[config.mk]
export PLATFORM = sky130hd
export DESIGN_NAME = fir_seq_ctrl
export DESIGN_NICKNAME = d
export VERILOG_FILES = /design/src/rtl/fir_seq_pkg.sv /design/src/rtl/fir_seq_delay_line.sv /design/src/rtl/fir_seq_ctrl.sv
export SDC_FILE = /design/constraint.sdc
export NUM_CORES = 1
export LEC_CHECK = 0
export BUFFER_PORTS_ARGS = -buffer_cell sky130_fd_sc_hd__buf_2
export CORE_AREA = 2 2 84 86
export CTS_CLUSTER_SIZE = 20
export DETAILED_ROUTE_END_ITERATION = 10
export DIE_AREA = 0 0 86 88
export GPL_TIMING_DRIVEN = 0
export PLACE_DENSITY = 0.67
export SLEW_MARGIN = 20
export SYNTH_ARGS = -nofsm -noshare
export SYNTH_HDL_FRONTEND = slang
export SYNTH_SLANG_ARGS = --single-unit
[constraint.sdc]
create_clock -name clk -period 4 [get_ports clk]
set_input_delay 0.4 -clock clk [delete_from_list [all_inputs] [get_ports clk]]
set_output_delay 0.4 -clock clk [all_outputs]
set_load 0.05 [all_outputs]
[src/rtl/fir_seq_pkg.sv]
// Shared constants, state encoding and default tap shifts for the
// time-multiplexed 5-tap shift-and-add FIR sequencer.
package fir_seq_pkg;

  localparam int NTAPS = 5;
  localparam int DW    = 8;
  localparam int OW    = 10;
  localparam int TW    = 3;  // tap index / shift amount width
  localparam int SW    = 3;

  typedef enum logic [1:0] {
    IDLE = 2'd0,
    ACC  = 2'd1,
    OUT  = 2'd2
  } state_e;

  localparam logic [SW-1:0] DEFAULT_SHIFT [NTAPS] = '{3'd5, 3'd4, 3'd3, 3'd2, 3'd1};

  // One tap's contribution, zero-extended to the accumulator width.
  function automatic logic [OW-1:0] tap_term(input logic [DW-1:0] d,
                                             input logic [SW-1:0] sh);
    return OW'(d >> sh);
  endfunction

endpackage

[src/rtl/fir_seq_delay_line.sv]
// NTAPS x DW sample delay line: shift on enable, synchronous clear,
// and one combinational indexed read port for the shared tap unit.
module fir_seq_delay_line
  import fir_seq_pkg::*;
(
  input  logic          clk,
  input  logic          clr,
  input  logic          shift_en,
  input  logic [DW-1:0] din,
  input  logic [TW-1:0] rd_idx,
  output logic [DW-1:0] rd_data
);

  logic [DW-1:0] d_q [NTAPS];
  logic [DW-1:0] d_d [NTAPS];

  always_comb begin
    d_d = d_q;
    if (clr) begin
      for (int k = 0; k < NTAPS; k++) d_d[k] = '0;
    end else if (shift_en) begin
      d_d[0] = din;
      for (int k = 1; k < NTAPS; k++) d_d[k] = d_q[k-1];
    end
  end

  always_ff @(posedge clk) begin
    d_q <= d_d;
  end

  // Out-of-range indices read as zero rather than aliasing a tap.
  always_comb begin
    rd_data = '0;
    for (int k = 0; k < NTAPS; k++) begin
      if (rd_idx == TW'(k)) rd_data = d_q[k];
    end
  end

endmodule

[src/rtl/fir_seq_ctrl.sv]
// Sequencer stepping one shift-and-accumulate unit across the FIR taps.
// Define FIR_SEQ_CFG_EN to make the per-tap right shifts writable.
//
// state | meaning
// IDLE  | in_ready high, waiting for a sample handshake
// ACC   | one tap per cycle added into acc, tap 0..4
// OUT   | out_valid high, dataout held until out_ready
module fir_seq_ctrl
  import fir_seq_pkg::*;
(
  input  logic          clk,
  input  logic          rst,
  input  logic          in_valid,
  output logic          in_ready,
  input  logic [DW-1:0] x,
  output logic          out_valid,
  input  logic          out_ready,
  output logic [OW-1:0] dataout,
  output logic          busy
`ifdef FIR_SEQ_CFG_EN
  ,
  input  logic          cfg_we,
  input  logic [2:0]    cfg_tap,
  input  logic [2:0]    cfg_shift
`endif
);

  state_e        state_q, state_d;
  logic [TW-1:0] tap_q, tap_d;
  logic [OW-1:0] acc_q, acc_d;
  logic          in_ready_q, in_ready_d;
  logic          out_valid_q, out_valid_d;
  logic [OW-1:0] dataout_q, dataout_d;
  logic          busy_q, busy_d;

  logic          hs;
  logic [DW-1:0] rd_data;
  logic [SW-1:0] sh_sel;
  logic [OW-1:0] acc_sum;
  logic [SW-1:0] sh_q [NTAPS];

  assign hs = in_valid && in_ready_q && (state_q == IDLE);

  fir_seq_delay_line u_delay_line (
    .clk      (clk),
    .clr      (rst),
    .shift_en (hs),
    .din      (x),
    .rd_idx   (tap_q),
    .rd_data  (rd_data)
  );

`ifdef FIR_SEQ_CFG_EN
  logic          cfg_ok;
  logic [SW-1:0] sh_d [NTAPS];

  // Writes only land in a quiet IDLE cycle; a same-cycle sample wins.
  assign cfg_ok = cfg_we && (state_q == IDLE) && (cfg_tap <= 3'(NTAPS-1)) && !hs;

  always_comb begin
    sh_d = sh_q;
    if (cfg_ok) begin
      for (int k = 0; k < NTAPS; k++) begin
        if (cfg_tap == 3'(k)) sh_d[k] = cfg_shift;
      end
    end
  end

  always_ff @(posedge clk) begin
    if (rst) sh_q <= DEFAULT_SHIFT;
    else     sh_q <= sh_d;
  end
`else
  always_comb begin
    sh_q = DEFAULT_SHIFT;
  end
`endif

  always_comb begin
    sh_sel = '0;
    for (int k = 0; k < NTAPS; k++) begin
      if (tap_q == TW'(k)) sh_sel = sh_q[k];
    end
  end

  assign acc_sum = acc_q + tap_term(rd_data, sh_sel);

  always_comb begin
    state_d     = state_q;
    tap_d       = tap_q;
    acc_d       = acc_q;
    in_ready_d  = in_ready_q;
    out_valid_d = out_valid_q;
    dataout_d   = dataout_q;
    busy_d      = busy_q;
    case (state_q)
      IDLE: begin
        if (hs) begin
          state_d    = ACC;
          tap_d      = '0;
          acc_d      = '0;
          in_ready_d = 1'b0;
          busy_d     = 1'b1;
        end
      end
      ACC: begin
        acc_d = acc_sum;
        if (tap_q == TW'(NTAPS-1)) begin
          state_d     = OUT;
          out_valid_d = 1'b1;
          dataout_d   = acc_sum;
        end else begin
          tap_d = tap_q + TW'(1);
        end
      end
      OUT: begin
        if (out_ready) begin
          state_d     = IDLE;
          out_valid_d = 1'b0;
          in_ready_d  = 1'b1;
          busy_d      = 1'b0;
        end
      end
      default: begin
        state_d     = IDLE;
        in_ready_d  = 1'b1;
        out_valid_d = 1'b0;
        busy_d      = 1'b0;
      end
    endcase
  end

  always_ff @(posedge clk) begin
    if (rst) begin
      state_q     <= IDLE;
      tap_q       <= '0;
      acc_q       <= '0;
      in_ready_q  <= 1'b1;
      out_valid_q <= 1'b0;
      dataout_q   <= '0;
      busy_q      <= 1'b0;
    end else begin
      state_q     <= state_d;
      tap_q       <= tap_d;
      acc_q       <= acc_d;
      in_ready_q  <= in_ready_d;
      out_valid_q <= out_valid_d;
      dataout_q   <= dataout_d;
      busy_q      <= busy_d;
    end
  end

  assign in_ready  = in_ready_q;
  assign out_valid = out_valid_q;
  assign dataout   = dataout_q;
  assign busy      = busy_q;

endmodule

# After elaboration in Yosys (flattened, before gate mapping)
# Index checks and enable logic that the tools add are counted.
classes:
  n_mux: 27
  eq_ne: 10
  add_sub_neg: 2
  n_reduce_logical: 11
  magnitude_cmp: 0
  bitwise: 2
  n_shift: 1
  mul: 0
  div_mod_pow: 0
op_table:
  columns: ["cell", "n"]
  rows:
  - ["$mux W8", 5]
  - ["$mux W3", 7]
  - ["$pmux W10 S2", 1]
  - ["$reduce_and A3 Y1", 4]
  - ["$add A10 B10 Y10", 1]
  - ["$mux W10", 1]
  - ["$shr A8 B3 Y10", 1]
  - ["$pmux W1 S3", 3]
  - ["$ne A2 B2 Y1 const B", 4]
  - ["$eq A3 B2 Y1 const B", 2]
  - ["$mux W2", 3]
  - ["$pmux W2 S3", 1]
  - ["$pmux W3 S2", 1]
  - ["$mux W1", 5]
  - ["$reduce_and A2 Y1", 2]
  - ["$add A3 B1 Y3 const B", 1]
  - ["$eq A3 B1 Y1 const B", 1]
  - ["$eq A3 B3 Y1 const B", 1]
  - ["$logic_not A3 Y1", 1]
  - ["$eq A2 B1 Y1 const B", 1]
  - ["$eq A2 B2 Y1 const B", 1]
  - ["$logic_and A1 B1 Y1", 2]
  - ["$logic_not A2 Y1", 1]
  - ["$not A1 Y1", 2]
  - ["$reduce_bool A2 Y1", 1]
totals:
  reg_bits: 68
  n_memories: 0
  wordCells: 65
  in_bits: 12
  latchBits: 0
  ramBits: 0
  rom_bits: 0
  output_inout_bits: 13

# Depth between registers and ports, before layout
logic_depth:
  depth_word: 9
  depth_mapped: 17
  mapped_depth_nobuf: 15

# Cells and area by module
# Synthesis repeated with hierarchy kept, for this count alone.
hier_totals:
  hier_cells: 380
  hier_area_um2: 3505.9
modules_own_cells:
  columns: ["mod", "seq_area_each_um2", "area_per_inst_um2", "cells_per_inst", "n_inst"]
  rows:
  - ["fir_seq_ctrl", 560.5, 1759.2, 211, 1]
  - ["fir_seq_delay_line", 800.8, 1746.7, 169, 1]

# Least setup slack after synthesis
# No wires, ideal clock.
synth_timing:
  path_type: "reg-to-reg"
  from: "register tap_q[2]"
  to: "register acc_q[8]"
  required_ns: 3.884
  n_path_buf: 1
  setup_time_ns: 0.116
  path_stages_with_launch: 15
  setup_slack_ns: 0.508
  period_less_slack_ns: 3.492
  arrival_time_ns: 3.376
  path_cell_list: "dfxtp_1 clkbuf_1 inv_1 ha_1 or2_2 or3_1 nand2_1 a21oi_1 a211oi_1 ha_1 nor2b_4 o2111a_1 or4_4 a31o_2 o211a_1"
synth_via:
  elab_chain_len: 9
  elab_cells_between_ends: 18
  cone_classes: "add/sub (1); eq/ne (4); shift (1); mux (11); reduce/logical (1)"
synth_rtl:
  columns: ["item", "line", "rtl"]
  rows:
  - ["start: declaration", "fir_seq_ctrl.sv:29", "logic [TW-1:0] tap_q, tap_d;"]
  - ["start signal: assignment", "fir_seq_ctrl.sv:144", "tap_q <= tap_d;"]
  - ["$logic_not A3 Y1", "fir_seq_delay_line.sv:35, fir_seq_ctrl.sv:82", null]
  - ["$mux W8 / $mux W3 (equally long branches) (5 in a row)", "fir_seq_delay_line.sv:35, fir_seq_ctrl.sv:82", null]
  - ["$shr A8 B3 Y10 (*)", "fir_seq_pkg.sv:22", "return OW'(d >> sh);"]
  - ["$add A10 B10 Y10 (*)", "fir_seq_ctrl.sv:86", "assign acc_sum = acc_q + tap_term(rd_data, sh_sel);"]
  - ["$pmux W10 S2 (*)", "fir_seq_ctrl.sv:96", "case (state_q)"]
  - ["end signal: assignment", "fir_seq_ctrl.sv:137", "acc_q <= '0;"]
  - ["end signal: assignment", "fir_seq_ctrl.sv:145", "acc_q <= acc_d;"]
  - ["end: declaration", "fir_seq_ctrl.sv:30", "logic [OW-1:0] acc_q, acc_d;"]
# Mark *: on every way between the ends. The rest lies on a longest branch, timed or not.
# A chain may end at the register's enable or synchronous reset.

# Worst setup path in the final report
layout_timing:
  from: "register tap_q[1]"
  to: "register dataout_q[8] (netlist: dataout[8])"
layout_via:
  elab_chain_len: 8
  elab_cells_between_ends: 18
  cone_classes: "add/sub (1); eq/ne (4); shift (1); mux (10); reduce/logical (2)"
layout_rtl:
  columns: ["item", "line", "rtl"]
  rows:
  - ["$logic_not A3 Y1", "fir_seq_delay_line.sv:35, fir_seq_ctrl.sv:82", null]
  - ["$mux W8 / $mux W3 (equally long branches) (5 in a row)", "fir_seq_delay_line.sv:35, fir_seq_ctrl.sv:82", null]
  - ["$shr A8 B3 Y10", "fir_seq_pkg.sv:22", null]
  - ["$add A10 B10 Y10", "fir_seq_ctrl.sv:86", null]
  - ["end signal: assignment", "fir_seq_ctrl.sv:148", "dataout_q <= dataout_d;"]
  - ["end: declaration", "fir_seq_ctrl.sv:33", "logic [OW-1:0] dataout_q, dataout_d;"]
# Several ways; a longest one is shown, not always the timed one.

==> metrics.md <==
| Metric | Value |
|---|---|
| Status | `complete, no violations` |
| YS warnings | `0` |
| Sw Ratio | `0.293` |
| Row count | `30` |
| Syn-to-layout area delta | `12.5%` |
| Setup Buffers After CTS | `0` |
| Pin count of the biggest net entering global routing | `11` |
| Fin crit period | `3.80 ns` |
| I/O pins | `25` |
| Leading area contributor after synthesis | `dfxtp_1` |
| DP HPWL | `just under 6000 µm` |
| Diodes inserted | `0` |
| Max cap viols | `0` |
| Reg power frac | `0.468` |
| Number of synthesized register bits | `between 60 and 70` |
| Synth cell count leaders | `105 x nand2_1, 75 x a21oi_1, 65 x dfxtp_1` |
| Share of layout cells above drive strength 1 | `0.108` |
| Slew headroom | `0.578` |
| Met1 Wirelength | `3710 µm` |
| Endpoints failing setup | `0` |
| Remaining DRCs | `0` |
| Final WS setup | `roughly 0.2 ns` |
| Cell total after placement | `539` |
| RePlAce Congestion | `0.920` |
| Clock tree from TritonCTS | `yes` |
| Int Pwr | `1.02 mW` |
| Synth Instances | `435` |
| Clock transition at path regs | `roughly 0.07 ns` |
| CP max-delay cell | `or4_4` |
| Max Transition Viols Final | `0` |
| Die extent in y | `between 80 and 90 µm` |
| Critical Path Max Stage Delay | `about 0.54 ns` |
| Setup WS pre-CTS | `-0.0145 ns` |
| CTS Buffer Depth | `2` |
| Crit path cell chain | `inv_1 > ha_1 > clkbuf_1 > a21oi_1 > o21a_1 > o21ai_0 > o32ai_1 > a211oi_1 > ha_1 > nor2b_4 > o2111a_1 > or4_4 > and3_1 > o31ai_1` |
| Fin crit share | `0.950` |
| Final Skew | `0.0111 ns` |
| Fmax | `263 MHz` |
| Later-pin clock latency in the skew report | `around 0.35 ns` |
| PD cells | `394 nW/µm²` |
| Syn nets | `roughly 460` |
| Cell area after synthesis | `between 3000 and 4000 µm²` |
| Most common cell in the netlist | `nand2_1` |
| Post-synth top area share | `0.398` |
| Combinational cell fraction of total power | `0.170` |
| Core ar. | `roughly 6600 µm²` |
| Vias in the first global route | `2655` |
| GRT Total Usage | `0.226` |
| Worst Tran Pin Value | `0.633 ns` |
| TritonCTS Buffers | `9` |
| Crit path DAT | `4.06 ns` |
| Sink Count | `65` |
| FILL cells | `between 600 and 700` |
| NetSw | `around 420 µW` |
| Leakage | `1.39 nW` |
| Via count | `3081` |
| First-pass GRT wire length | `between 10000 and 15000 µm` |
| Vias/cell | `5.58` |
| Critical path peak fanout | `10` |
| CP Class | `flop to flop` |
| Uppermost routed layer | `met4` |
| Syn_area_per_cell | `7.52 µm²` |
| Die width | `86 µm` |
| EDFF count, synth | `0` |
| CP Buf/Inv Count | `2` |
| Pwr Total | `about 1.4 mW` |
| Grt total ovfl | `0` |
| Hold WC Path Type | `primary input to flop` |
| Unique cell type count in the Yosys netlist | `47` |
| RSZ-0062 raised after global routing | `false` |
| Delay-heaviest family, CP | `compound AO/OA/AOI/OAI gates` |
| Avg WL per Cell | `14.6 µm` |
| Post-synthesis sequential area ratio | `0.398` |
| Die area | `about 7600 µm²` |
| Routed Antenna Nets | `0` |
| WP data required | `4.26 ns` |
| Synth area leaders | `dfxtp_1 40%, nand2_1 12%, a21oi_1 11%` |
| Cts hold-fix bufs | `0` |
| Type of element capturing the critical path | `flop` |
| Post-route insts no fill | `552` |
| Port bufs | `24` |
| Top_reg_cell synth | `dfxtp_1` |
| H-tree depth | `3` |
| Initial antenna violation count | `0` |
| Clock group share of total power | `0.361` |
| Initial core utilization | `0.493` |
| Cell mode on critical path | `ha_1` |
| Drt total wl | `8070 µm` |
| Root buffer cell | `clkbuf_8` |
| Final hold vios | `0` |
| Asr flop ratio synth | `0` |
| 1st-iter DRT viols | `204` |
| WL met3 | `362 µm` |
| CP startpoint kind | `flop` |
| Drt pass-1 iters | `5` |
| Peak VDD IR | `0.000200 V` |
| Final net count | `494` |
| Metal2 WL | `3860 µm` |
==> power groups by stage <==
stage	logic [mW]	registers, mW	clock network [mW]
after floorplan	0.176	0.695	0
after global placement	0.240	0.693	0
after detailed placement	0.241	0.693	0
after CTS	0.243	0.678	0.532
after global routing	0.277	0.681	0.565
final	0.247	0.679	0.523
==> layout make-up <==
type / instances / area (µm²) / area share
multi-input cells: 331 / 1830 / 0.498
inverters: 10 / 37.5 / 0.0102
repair buffers: 24 / 120 / 0.0326
plain buffers: 27 / 105 / 0.0286
clock buffers: 13 / 169 / 0.0459
clock inverters: 2 / 12.5 / 0.00340
well taps: 80 / 100 / 0.0272
flip-flops and latches: 65 / 1300 / 0.354
==> registers in the layout, indices dropped and copies added (netlist names) <==
register	count
acc_q	10
busy	1
dataout	10
in_ready	1
out_valid	1
state_q	2
tap_q	3
u_delay_line.d_q	37
==> cells by family (layout without fill, tap and decap cells) <==
logic type / count (synthesis) / in the layout / share of synthesized area
simple gates: 182 / 182 / 0.252
compound gates: 129 / 129 / 0.235
flops: 65 / 65 / 0.398
buf+inv: 39 / 76 / 0.0447
fa+ha+maj: 14 / 14 / 0.0558
xor+xnor: 5 / 5 / 0.0134
other cells: 1 / 1 / 0.00115
==> per-stage QoR <==
stage | cell area, µm² | utilization | hold WS (ns) | TNS (ns)
after global placement | 3490 | 0.526 | 0.440 | 0
after CTS | 3670 | 0.553 | 0.282 | 0
final | 3680 | 0.554 | 0.289 | 0
after global routing | 3680 | 0.554 | 0.284 | 0
after detailed placement | 3490 | 0.526 | 0.444 | -0.0145
after floorplan | 3270 | - | 0.432 | 0
==> worst min-delay path, stage by stage <==
cell and delay (ns):
buf_2 0.10, nand2_1 0.04, a21oi_1 0.05
==> metal layers <==
layer  up-vias  GRT usage
li1       1577          -
met4         0     0.0750
met2        81      0.382
met1      1410      0.285
met5         -          0
met3        13     0.0528
==> final timing paths <==
kind	from	end	slack (ns)	cells past startpoint
max reg2reg	tap_q[1]$_SDFFE_PP0P_	dataout[8]$_SDFFE_PP0P_	0.20	14
min reg2reg	dataout[0]$_SDFFE_PP0P_	dataout[0]$_SDFFE_PP0P_	0.45	2
max	tap_q[1]$_SDFFE_PP0P_	dataout[8]$_SDFFE_PP0P_	0.20	14
min	x[1]	u_delay_line.d_q[33]$_SDFFE_PP0P_	0.29	3
==> what timing repair did <==
action | CTS | global route
endpoints found under the setup margin | 2 | 4
gates resized for setup | 0 | 10
gates cloned | 0 | 0
pin swaps | 0 | 0
==> placed cells by master, fill, tap and decap left out, drive strengths merged, types with 2 or more instances in the layout <==
cell and instances:
a211oi 9, o21a 3, nor3 2, xor2 3
and3 2, or4 3, o211ai 2, o22ai 2
nand4b 2, inv 10, buf 24, o31ai 3
and2 4, nand3b 5, nand2b 2, o22a 4
xnor2 2, nor2 20, a21o 2, or2 3
o21ai 12, dfxtp 65, nand2 105, nor2b 7
or3 3, nand3 22, a211o 3, a221oi 2
ha 13, a21oi 75, clkbuf 40, a31oi 3
Note: power is estimated with default switching activity, not from simulation.
